**src/rtl/mux_4x1_8bits_unstripe.sv**
```systemverilog
// rtl/mux_4x1_8bits_unstripe.sv - four-lane byte un-striping mux with per-lane skew FIFOs
// Lanes are drained strictly in order 0,1,2,3; an empty lane stalls the sequencer.
module mux_4x1_8bits_unstripe #(
   parameter int WIDTH = 8,
   parameter int DEPTH = 4
) (
   input  logic             clk,
   input  logic             reset_L,
   input  logic [WIDTH-1:0] data_in0,
   input  logic [WIDTH-1:0] data_in1,
   input  logic [WIDTH-1:0] data_in2,
   input  logic [WIDTH-1:0] data_in3,
   input  logic             valid_in0,
   input  logic             valid_in1,
   input  logic             valid_in2,
   input  logic             valid_in3,
   output logic [WIDTH-1:0] data_out,
   output logic             valid_out,
   output logic [1:0]       lane_sel,
   output logic             overflow,
   output logic [3:0]       lane_full
);
   localparam int PW = $clog2(DEPTH);
   localparam int CW = PW + 1;
   localparam logic [CW-1:0] FULL_CNT = CW'(DEPTH);

   typedef enum logic [1:0] {L0, L1, L2, L3} lane_t;
   lane_t state, state_nxt;

   logic [WIDTH-1:0] mem [4][DEPTH];
   logic [PW-1:0]    wptr [4];
   logic [PW-1:0]    rptr [4];
   logic [CW-1:0]    count [4];
   logic [WIDTH-1:0] din [4];
   logic [3:0]       vin;
   logic [3:0]       push;
   logic [3:0]       pop;
   logic             drop;
   logic [WIDTH-1:0] head;

   assign din[0]   = data_in0;
   assign din[1]   = data_in1;
   assign din[2]   = data_in2;
   assign din[3]   = data_in3;
   assign vin      = {valid_in3, valid_in2, valid_in1, valid_in0};
   assign lane_sel = state;

   always_ff @(posedge clk or negedge reset_L) begin
      if (!reset_L) state <= L0;
      else          state <= state_nxt;
   end

   // Only the selected lane may be popped; an empty selected lane holds the pointer.
   always_comb begin
      state_nxt = state;
      pop       = '0;
      head      = mem[state][rptr[state]];
      if (count[state] != '0) begin
         pop[state] = 1'b1;
         case (state)
            L0: state_nxt = L1;
            L1: state_nxt = L2;
            L2: state_nxt = L3;
            L3: state_nxt = L0;
         endcase
      end
   end

   // A full lane still accepts a byte when its head leaves on the same edge.
   always_comb begin
      push      = '0;
      drop      = 1'b0;
      lane_full = '0;
      for (int n = 0; n < 4; n++) begin
         push[n]      = vin[n] && ((count[n] != FULL_CNT) || pop[n]);
         drop         = drop | (vin[n] & ~push[n]);
         lane_full[n] = (count[n] == FULL_CNT);
      end
   end

   always_ff @(posedge clk) begin
      for (int n = 0; n < 4; n++) begin
         if (push[n]) mem[n][wptr[n]] <= din[n];
      end
   end

   always_ff @(posedge clk or negedge reset_L) begin
      if (!reset_L) begin
         data_out  <= '0;
         valid_out <= 1'b0;
         overflow  <= 1'b0;
         for (int n = 0; n < 4; n++) begin
            wptr[n]  <= '0;
            rptr[n]  <= '0;
            count[n] <= '0;
         end
      end else begin
         valid_out <= |pop;
         if (|pop) data_out <= head;
         if (drop) overflow <= 1'b1;
         for (int n = 0; n < 4; n++) begin
            if (push[n]) wptr[n] <= wptr[n] + PW'(1);
            if (pop[n])  rptr[n] <= rptr[n] + PW'(1);
            if (push[n] && !pop[n])      count[n] <= count[n] + CW'(1);
            else if (!push[n] && pop[n]) count[n] <= count[n] - CW'(1);
         end
      end
   end
endmodule

```
**config.mk**
```make
export PLATFORM = sky130hd
export DESIGN_NAME = mux_4x1_8bits_unstripe
export DESIGN_NICKNAME = d
export VERILOG_FILES = /design/src/rtl/mux_4x1_8bits_unstripe.sv
export SDC_FILE = /design/constraint.sdc
export NUM_CORES = 1
export LEC_CHECK = 0
export ABC_AREA = 1
export BUFFER_PORTS_ARGS = -buffer_cell sky130_fd_sc_hd__buf_2
export CAP_MARGIN = 20
export CORE_MARGIN = 3
export CORE_UTILIZATION = 55
export DETAILED_ROUTE_END_ITERATION = 16
export GPL_TIMING_DRIVEN = 0
export PLACE_DENSITY = 0.74
export SLEW_MARGIN = 10
export SYNTH_ARGS = -nofsm -noshare
export SYNTH_HDL_FRONTEND = slang
export SYNTH_SLANG_ARGS = --single-unit
```
**constraint.sdc**
```tcl
create_clock -name clk -period 3.1 [get_ports clk]
set_input_delay 0.31 -clock clk [delete_from_list [all_inputs] [get_ports clk]]
set_output_delay 0.31 -clock clk [all_outputs]
set_load 0.01 [all_outputs]
```
==> impl_metrics.toml, run 1 <==
[clocking]
root_buffer = "clkbuf_16"
post_cts_resized = 0
cts.sinks = 168
clockBufferDepth = 2
clk_latency_ns = 0.44
postCtsSetupRepairBufs = 0
hold_buffers = 0
h-tree-depth = 4
cts_made_buffers = 17
cts_tree = "built"
clk_pin_slew_ns = 0.06

[global_routing]
grt_pass1_wl_um = 28100
grt_pass1_vias = 5357
antenna_found_initial = 0
grt_start_max_net_pins = 41
grt-ovfl-total = 0
grt_usage_pct = 25.7

[power_and_ir_drop]
clockPowerShare_pct = 21.0
p_per_area_nw_per_um2 = 1120
power_frac_seq_pct = 35.1
p_switching_w = 0.00405
p_int_w = 0.00570
vdd_drop_max_mv = 0.672
total_leakage_power_nw = 3.71
p_comb_share_pct = 44.0
p_sw_share_pct = 41.6

[timing]
fmax_ghz = 0.347
finalCriticalPeriod_ns = 2.88
rsz0062_at_grt = "false"
hold_violations = 0
fin_skew_ns = 0.0105
setup_viol = 0
tns_ns = 0
timing.final.ws_setup_ns = 0.216
maxSlewViolCount = 0
tightest_slew_ns = 0.944
slew_headroom_pct = 36.8
finalCritPeriodShare_pct = 93.0

[min_path]
hold_class = "primary input to async pin"

[worst_setup_path]
crit_start = "lane_sel[1]$_DFFE_PN0N_"
cp-end-kind = "flop"
ff2ff_path_depth = 14
arrival_ns = 3.20
r2r_end = "count[8]$_DFFE_PN0P_"
ff2ff_setup_slack_ns = 0.22
cp_max_fo = 12
reg2reg_from = "lane_sel[1]$_DFFE_PN0N_"
worstPathRequired_ns = 3.41
worst-setup-path-type = "flop to flop"
critPathLaunchType = "flop"

[cells_and_area]
layout.cells.most_common_list = "nand2_1 (166), edfxtp_1 (128), nor2_1 (105), nand3_1 (61), buf_2 (60)"
fin_nets = 849
area_delta_synth_final_pct = 13.9
mostFrequentLayoutCell = "nand2_1"
diodes = 0
drive_gt1_share_pct = 17.5
layout.cells.non_filler = 971
design_area_sq_um = 8690

[place]
place.detailed.hpwl_um = 13400
dp.cells = 940
placed_cell_area_sq_um = 8120
dp_slack_ns = 0.133
portBuffers = 53
place.gp.congestion = 0.897

[yosys]
synth_ff_type = "edfxtp_1"
ys_ff_latch = 168
yosys.area.top_type = "edfxtp_1"
ys_async_sr_fraction_pct = 23.8
synth_edf_count = 128
syn-cell-area_sq_um = 7630
syn_area_per_cell_sq_um = 10.7
synth_area_leaders = "edfxtp_1 (50%), dfrtp_1 (13%), nand2_1 (8.2%), nor2_1 (5.2%), ha_1 (4.1%)"
synth_cells = 711
netlist.area_leader.share_pct = 50.4
ys_seq_area_share_pct = 63.5
syn-num-nets = 778
ys_warn_count = 0
synthDistinctLibCells = 31

[drt]
wl_um = 18400
wl_per_cell_um = 18.9
vias = 5315
drt_first_iter_violations = 544
vias_per_cell = 5.47
drt_drc_violations_left = 0
final_antenna_net_count = 0
dr.pass1.iters = 7

[flow_run]
maxCapViolCount = 0

[outcome]
status = "completed"

[floorplan]
core_sq_um = 13400
die_w_um = 124
die_h_um = 124
io_pins = 54
dieArea_sq_um = 15300
num_rows = 42
initial_core_util_pct = 56.9
[area by class of cell]
class | count | area, sq um
multi-input cells | 461 | 2400
flip-flops and latches | 168 | 4840
plain buffers | 27 | 174
well taps | 176 | 220
clock buffers | 17 | 425
repair buffers | 53 | 265
fillers | 1063 | 4710
clock inverters | 15 | 151
inverters | 54 | 210
[cell families (layout without fill, tap and decap cells)]
logic type / count (synthesis) / after routing / synth area share [%]
compound gates: 50 / 50 / 3.46
xor+xnor: 12 / 12 / 1.38
fa+ha+maj: 29 / 29 / 5.15
mux: 4 / 4 / 0.590
simple gates: 366 / 366 / 20.8
buf+inv: 82 / 166 / 5.10
flops: 168 / 168 / 63.5
[stage by stage]
step           util (%)  power (W)  hold slack [ns]
3_5_place_dp       60.6    0.00769            0.457
4_1_cts            64.9    0.00976           0.0231
2_1_floorplan         -    0.00634           0.0144
6_report           64.8    0.00975          0.00367
5_1_grt            64.8     0.0105           0.0515
3_3_place_gp       60.6    0.00751            0.456
[registers in the layout, summed over array words and instances, names as in the netlist]
signal and flops:
count 12, wptr 8, valid_out 1, mem 128
data_out 8, overflow 1, rptr 8, lane_sel 2
[synth_stat cells (all sizes together), types with 4 or more instances]
master / n
nand2: 179
edfxtp: 128
nor2: 111
nand3: 64
inv: 54
dfrtp: 40
o21ai: 39
buf: 25
ha: 25
a21oi: 10
nand4: 8
xor2: 8
fa: 4
mux2: 4
nor3: 4
xnor2: 4
[worst max-delay path, cell delays in order (launching register included)]
cell and delay [ns]:
dfrtp_1 0.43, buf_4 0.22, inv_4 0.13, buf_2 0.31
ha_1 0.36, nand2_4 0.10, nand2_2 0.08, nand2_4 0.08
inv_2 0.08, ha_1 0.14, inv_1 0.06, fa_1 0.37
a21oi_1 0.14, o21ai_0 0.11, xor2_1 0.15
[metal layers]
layer,vias up,wire length (um),track usage [%]
met5,-,0,0
met4,0,516,11.0
met3,43,1330,7.72
met2,209,9320,43.7
met1,2559,7190,30.4
li1,2504,-,-
[how the worst max path moves through the flow]
stage / endpoint / slack (ns) / depth (start not counted)
after global placement: count[11]$_DFFE_PN0P_ / 0.25 / 15
after detailed placement: count[11]$_DFFE_PN0P_ / 0.13 / 15
after global routing: count[8]$_DFFE_PN0P_ / 0.04 / 14
after CTS: count[11]$_DFFE_PN0P_ / 0.11 / 15
final: count[8]$_DFFE_PN0P_ / 0.22 / 14
after floorplan: count[11]$_DFFE_PN0P_ / 0.53 / 15
[power groups by stage]
stage | registers [W] | clock network [W] | logic [W]
global route | 0.00348 | 0.00218 | 0.00483
global placement | 0.00343 | 0 | 0.00408
floorplan | 0.00341 | 0 | 0.00293
finish | 0.00342 | 0.00204 | 0.00429
detailed placement | 0.00346 | 0 | 0.00423
CTS | 0.00342 | 0.00207 | 0.00427
Note: power is estimated with default switching activity, not from simulation.
==> run 2: changes to the inputs <==
CORE_ASPECT_RATIO = 1.5   (was default)
SLEW_MARGIN = 20   (was 10)
==> impl_metrics.toml, run 2 (synthesized netlist as in run 1, its figures left out) <==
[clocking]
cts_made_buffers = 17
cts.sinks = 168
cts_tree = "built"
clk_latency_ns = 0.42
h-tree-depth = 4
postCtsSetupRepairBufs = 0
clockBufferDepth = 2
hold_buffers = 0
post_cts_resized = 0
clk_pin_slew_ns = 0.06
root_buffer = "clkbuf_16"

[power_and_ir_drop]
vdd_drop_max_mv = 0.602
p_per_area_nw_per_um2 = 1150
total_leakage_power_nw = 3.73
p_total_w = 0.0101

[global_routing]
grt_pass1_wl_um = 30300
grt.busiest_layer = "met2"
grt_pass1_vias = 5532
gr-usage-met1_pct = 31.6
grt-ovfl-total = 0
grt_usage_pct = 27.3
grt_start_max_net_pins = 41
antenna_found_initial = 0
grt_use_met2_pct = 48.3
grtUsageMet3_pct = 4.22

[worst_setup_path]
worst-setup-path-type = "flop to flop"
critPathLaunchType = "flop"
arrival_ns = 3.18
ff2ff_setup_slack_ns = 0.22
ff2ff_path_depth = 14
worstPathRequired_ns = 3.40
cp-end-kind = "flop"
cp_max_fo = 12

[floorplan]
die_h_um = 150
core_sq_um = 13500
num_rows = 52
io_pins = 54
dieArea_sq_um = 15400
initial_core_util_pct = 56.4
die_w_um = 102

[timing]
fin_skew_ns = 0.00888
tightest_slew_ns = 1.01
setup_viol = 0
tns_ns = 0
fmax_ghz = 0.348
maxSlewViolCount = 0
finalCriticalPeriod_ns = 2.88
hold_violations = 0
rsz0062_at_grt = "false"
slew_headroom_pct = 32.7
finalCritPeriodShare_pct = 92.8
timing.final.ws_setup_ns = 0.223

[drt]
drt_first_iter_violations = 324
dr.pass1.iters = 5
wl_per_cell_um = 20.8
drt_drc_violations_left = 0
final_antenna_net_count = 0
vias_per_cell = 5.66
vias = 5408
wl_um = 19900

[min_path]
hold_class = "primary input to async pin"

[cells_and_area]
area_delta_synth_final_pct = 14.3
mostFrequentLayoutCell = "nand2_1"
final_core_util_pct = 64.5
drive_gt1_share_pct = 17.1
diodes = 0
layout.cells.most_common_list = "nand2_1 (166), edfxtp_1 (128), nor2_1 (105), nand3_1 (61), buf_2 (60)"
fin_nets = 849
largest_reg_flops = 128
design_area_sq_um = 8720
fill_cells = 1055

[place]
dp_slack_ns = 0.164
place.detailed.hpwl_um = 14100
placed_cell_area_sq_um = 8100
place.gp.congestion = 0.896
portBuffers = 53

[flow_run]
maxCapViolCount = 0

[outcome]
status = "completed"
==> run 2: metal layers <==
layer | part of all wire (%) | vias to the layer above
li1 | - | 2510
met3 | 5.7 | 57
met1 | 36 | 2584
met2 | 53 | 257
met4 | 5.1 | 0
met5 | 0 | -
==> run 2: area by class of cell <==
type	count	area, sq um	area share [%]
Inverter	54	210	2.41
Multi-Input combinational cell	461	2400	27.5
Buffer	27	174	1.99
Clock buffer	17	425	4.88
Timing Repair Buffer	53	265	3.04
Sequential cell	168	4840	55.5
Tap cell	162	203	2.32
Clock inverter	14	205	2.35
==> run 2: power breakdown <==
part / switching, W / internal (W)
sequential: 0.000318 / 0.00310
combinational: 0.00295 / 0.00141
clock: 0.000868 / 0.00142
total: 0.00414 / 0.00593
==> run 2: stage by stage <==
step | cells | hold WS [ns]
after floorplan | 711 | 0.0144
after detailed placement | 926 | 0.459
after global placement | 926 | 0.455
after CTS | 957 | 0.0382
after global routing | 956 | 0.0736
final | 956 | 0.0164
==> run 2: worst max-delay path: stages (launching register included) <==
cell     delay [ns]
dfrtp_1        0.42
buf_4          0.21
inv_4          0.12
buf_2          0.32
ha_1           0.35
nand2_4        0.10
nand2_2        0.09
nand2_4        0.08
inv_2          0.07
ha_1           0.14
inv_1          0.06
fa_1           0.38
a21oi_1        0.14
o21ai_0        0.11
xor2_1         0.15
==> run 2: path summary, 6_finish.rpt <==
path	from	to
worst max-delay path	lane_sel[1]$_DFFE_PN0N_	count[8]$_DFFE_PN0P_
worst min-delay path	reset_L	count[0]$_DFFE_PN0P_
worst max register to register	lane_sel[1]$_DFFE_PN0N_	count[8]$_DFFE_PN0P_
worst min register to register	rptr[7]$_DFFE_PN0P_	rptr[7]$_DFFE_PN0P_
max in group asynchronous	reset_L	wptr[4]$_DFFE_PN0P_
min in group clk	data_in0[7]	mem[0][15]$_DFFE_PP_
==> run 3: changes to the inputs <==
ABC_CLOCK_PERIOD_IN_PS = 3100   (was default)
BUFFER_PORTS_ARGS = -buffer_cell sky130_fd_sc_hd__buf_4   (was -buffer_cell sky130_fd_sc_hd__buf_2)
CAP_MARGIN = default   (was 20)
==> impl_metrics.toml, run 3 (synthesized netlist as in run 1, its figures left out) <==
[global_routing]
grt_start_max_net_pins = 41
antenna_found_initial = 0
grt_pass1_wl_um = 30400
grt_usage_pct = 27.3
grt_pass1_vias = 5626
grt-ovfl-total = 0

[drt]
vias_per_cell = 5.57
wl_met3_um = 1060
wl_per_cell_um = 20.7
vias = 5333
drt_first_iter_violations = 465
dr.pass1.iters = 5
wl_met1_um = 7340
drt_drc_violations_left = 0
wl_um = 19800
final_antenna_net_count = 0
top_layer = "met4"
dr_wl_met2_um = 10500

[outcome]
status = "completed"

[clocking]
clk_pin_slew_ns = 0.06
cts_made_buffers = 17
cts.sinks = 168
cts_tree = "built"
clockBufferDepth = 2
clk_latency_ns = 0.42
root_buffer = "clkbuf_16"
h-tree-depth = 4

[place]
place.detailed.hpwl_um = 14100
place.gp.congestion = 0.890
portBuffers = 53
dp_slack_ns = 0.176
placed_cell_area_sq_um = 8230

[timing]
rsz0062_at_grt = "false"
finalCritPeriodShare_pct = 93.1
fmax_ghz = 0.346
fin_skew_ns = 0.00943
slew_headroom_pct = 38.5
finalCriticalPeriod_ns = 2.89
timing.final.ws_setup_ns = 0.213
tightest_slew_ns = 0.919
hold_violations = 0
tns_ns = 0
whs_ns = 0.0890
maxSlewViolCount = 0
setup_viol = 0

[floorplan]
initial_core_util_pct = 56.4
die_h_um = 150
dieArea_sq_um = 15400
die_w_um = 102
io_pins = 54
core_sq_um = 13500
num_rows = 52

[power_and_ir_drop]
total_leakage_power_nw = 3.77
power_frac_seq_pct = 33.9
p_comb_share_pct = 43.9
p_sw_share_pct = 41.3
p_int_w = 0.00593
p_per_area_nw_per_um2 = 1140
vdd_drop_max_mv = 0.732
clockPowerShare_pct = 22.2
p_switching_w = 0.00417

[min_path]
holdPathStages = 1
hold_class = "primary input to flop"
hold_start = "data_in0[7]"

[cells_and_area]
mostFrequentLayoutCell = "nand2_1"
largest_reg_flops = 128
drive_gt1_share_pct = 17.5
final_core_util_pct = 65.5
area_delta_synth_final_pct = 16.1
diodes = 0
design_area_sq_um = 8860
fin_nets = 850
layout.cells.most_common_list = "nand2_1 (166), edfxtp_1 (128), nor2_1 (105), buf_4 (64), nand3_1 (61)"

[worst_setup_path]
crit_start = "lane_sel[1]$_DFFE_PN0N_"
critPathLaunchType = "flop"
worstPathRequired_ns = 3.40
reg2reg_from = "lane_sel[1]$_DFFE_PN0N_"
cp_max_fo = 12
worst-setup-path-type = "flop to flop"
cp-end-kind = "flop"
arrival_ns = 3.18
ff2ff_setup_slack_ns = 0.21
ff2ff_path_depth = 14

[flow_run]
maxCapViolCount = 0
## run 3: cell types whose count changed in the layout (fill, tap and decap cells not counted), sizes merged
cell,change
inv,+3
clkinvlp,+2
dlygate4sd3,+1
clkinv,-4
bufinv,-1
## run 3: final timing paths
path,to
worst max-delay path,count[8]$_DFFE_PN0P_
worst min-delay path,mem[0][31]$_DFFE_PP_
worst max register to register,count[8]$_DFFE_PN0P_
worst min register to register,rptr[1]$_DFFE_PN0P_
max in group asynchronous,rptr[4]$_DFFE_PN0P_
min in group asynchronous,count[0]$_DFFE_PN0P_
## run 3: metrics by stage
| step | instances | total power [W] |
|---|---|---|
| finish | 957 | 0.0101 |
| global route | 957 | 0.0108 |
| CTS | 958 | 0.0101 |
| detailed placement | 926 | 0.00783 |
| global placement | 926 | 0.00765 |
| floorplan | 711 | 0.00634 |
## run 3: cell type report
cell class	instances	area (sq um)
Multi-Input combinational cell	461	2400
Inverter	54	210
Timing Repair Buffer	54	408
Clock buffer	17	425
Clock inverter	14	195
Tap cell	162	203
Fill cell	1059	4670
Sequential cell	168	4840
Buffer	27	174
## run 3: repair_timing
action,CTS,global route
hold buffers,1,0
hold endpoints to repair,40,0
setup buffers,0,0
endpoints found under the setup margin,0,2
gates resized for setup,0,1
## run 3: critical path, cell delays in order, from the launching register on
cell and delay, ns:
dfrtp_1 0.42, buf_4 0.22, inv_4 0.13, buf_2 0.30, ha_1 0.35, nand2_4 0.10
nand2_2 0.08, nand2_4 0.08, inv_2 0.08, ha_1 0.15, inv_1 0.07, fa_1 0.38
a21oi_1 0.14, o21ai_0 0.11, xor2_1 0.15
## run 3: power groups by stage
stage | clock (W) | sequential, W | combinational (W)
floorplan | 0 | 0.00341 | 0.00293
global placement | 0 | 0.00343 | 0.00423
detailed placement | 0 | 0.00346 | 0.00437
CTS | 0.00225 | 0.00342 | 0.00442
global route | 0.00235 | 0.00349 | 0.00492
finish | 0.00224 | 0.00343 | 0.00443
## run 3: layer usage
layer,global-route usage [%],vias to the layer above
li1,-,2499
met1,32.1,2580
met2,47.8,216
met3,4.78,38
met4,13.3,0
met5,0,-
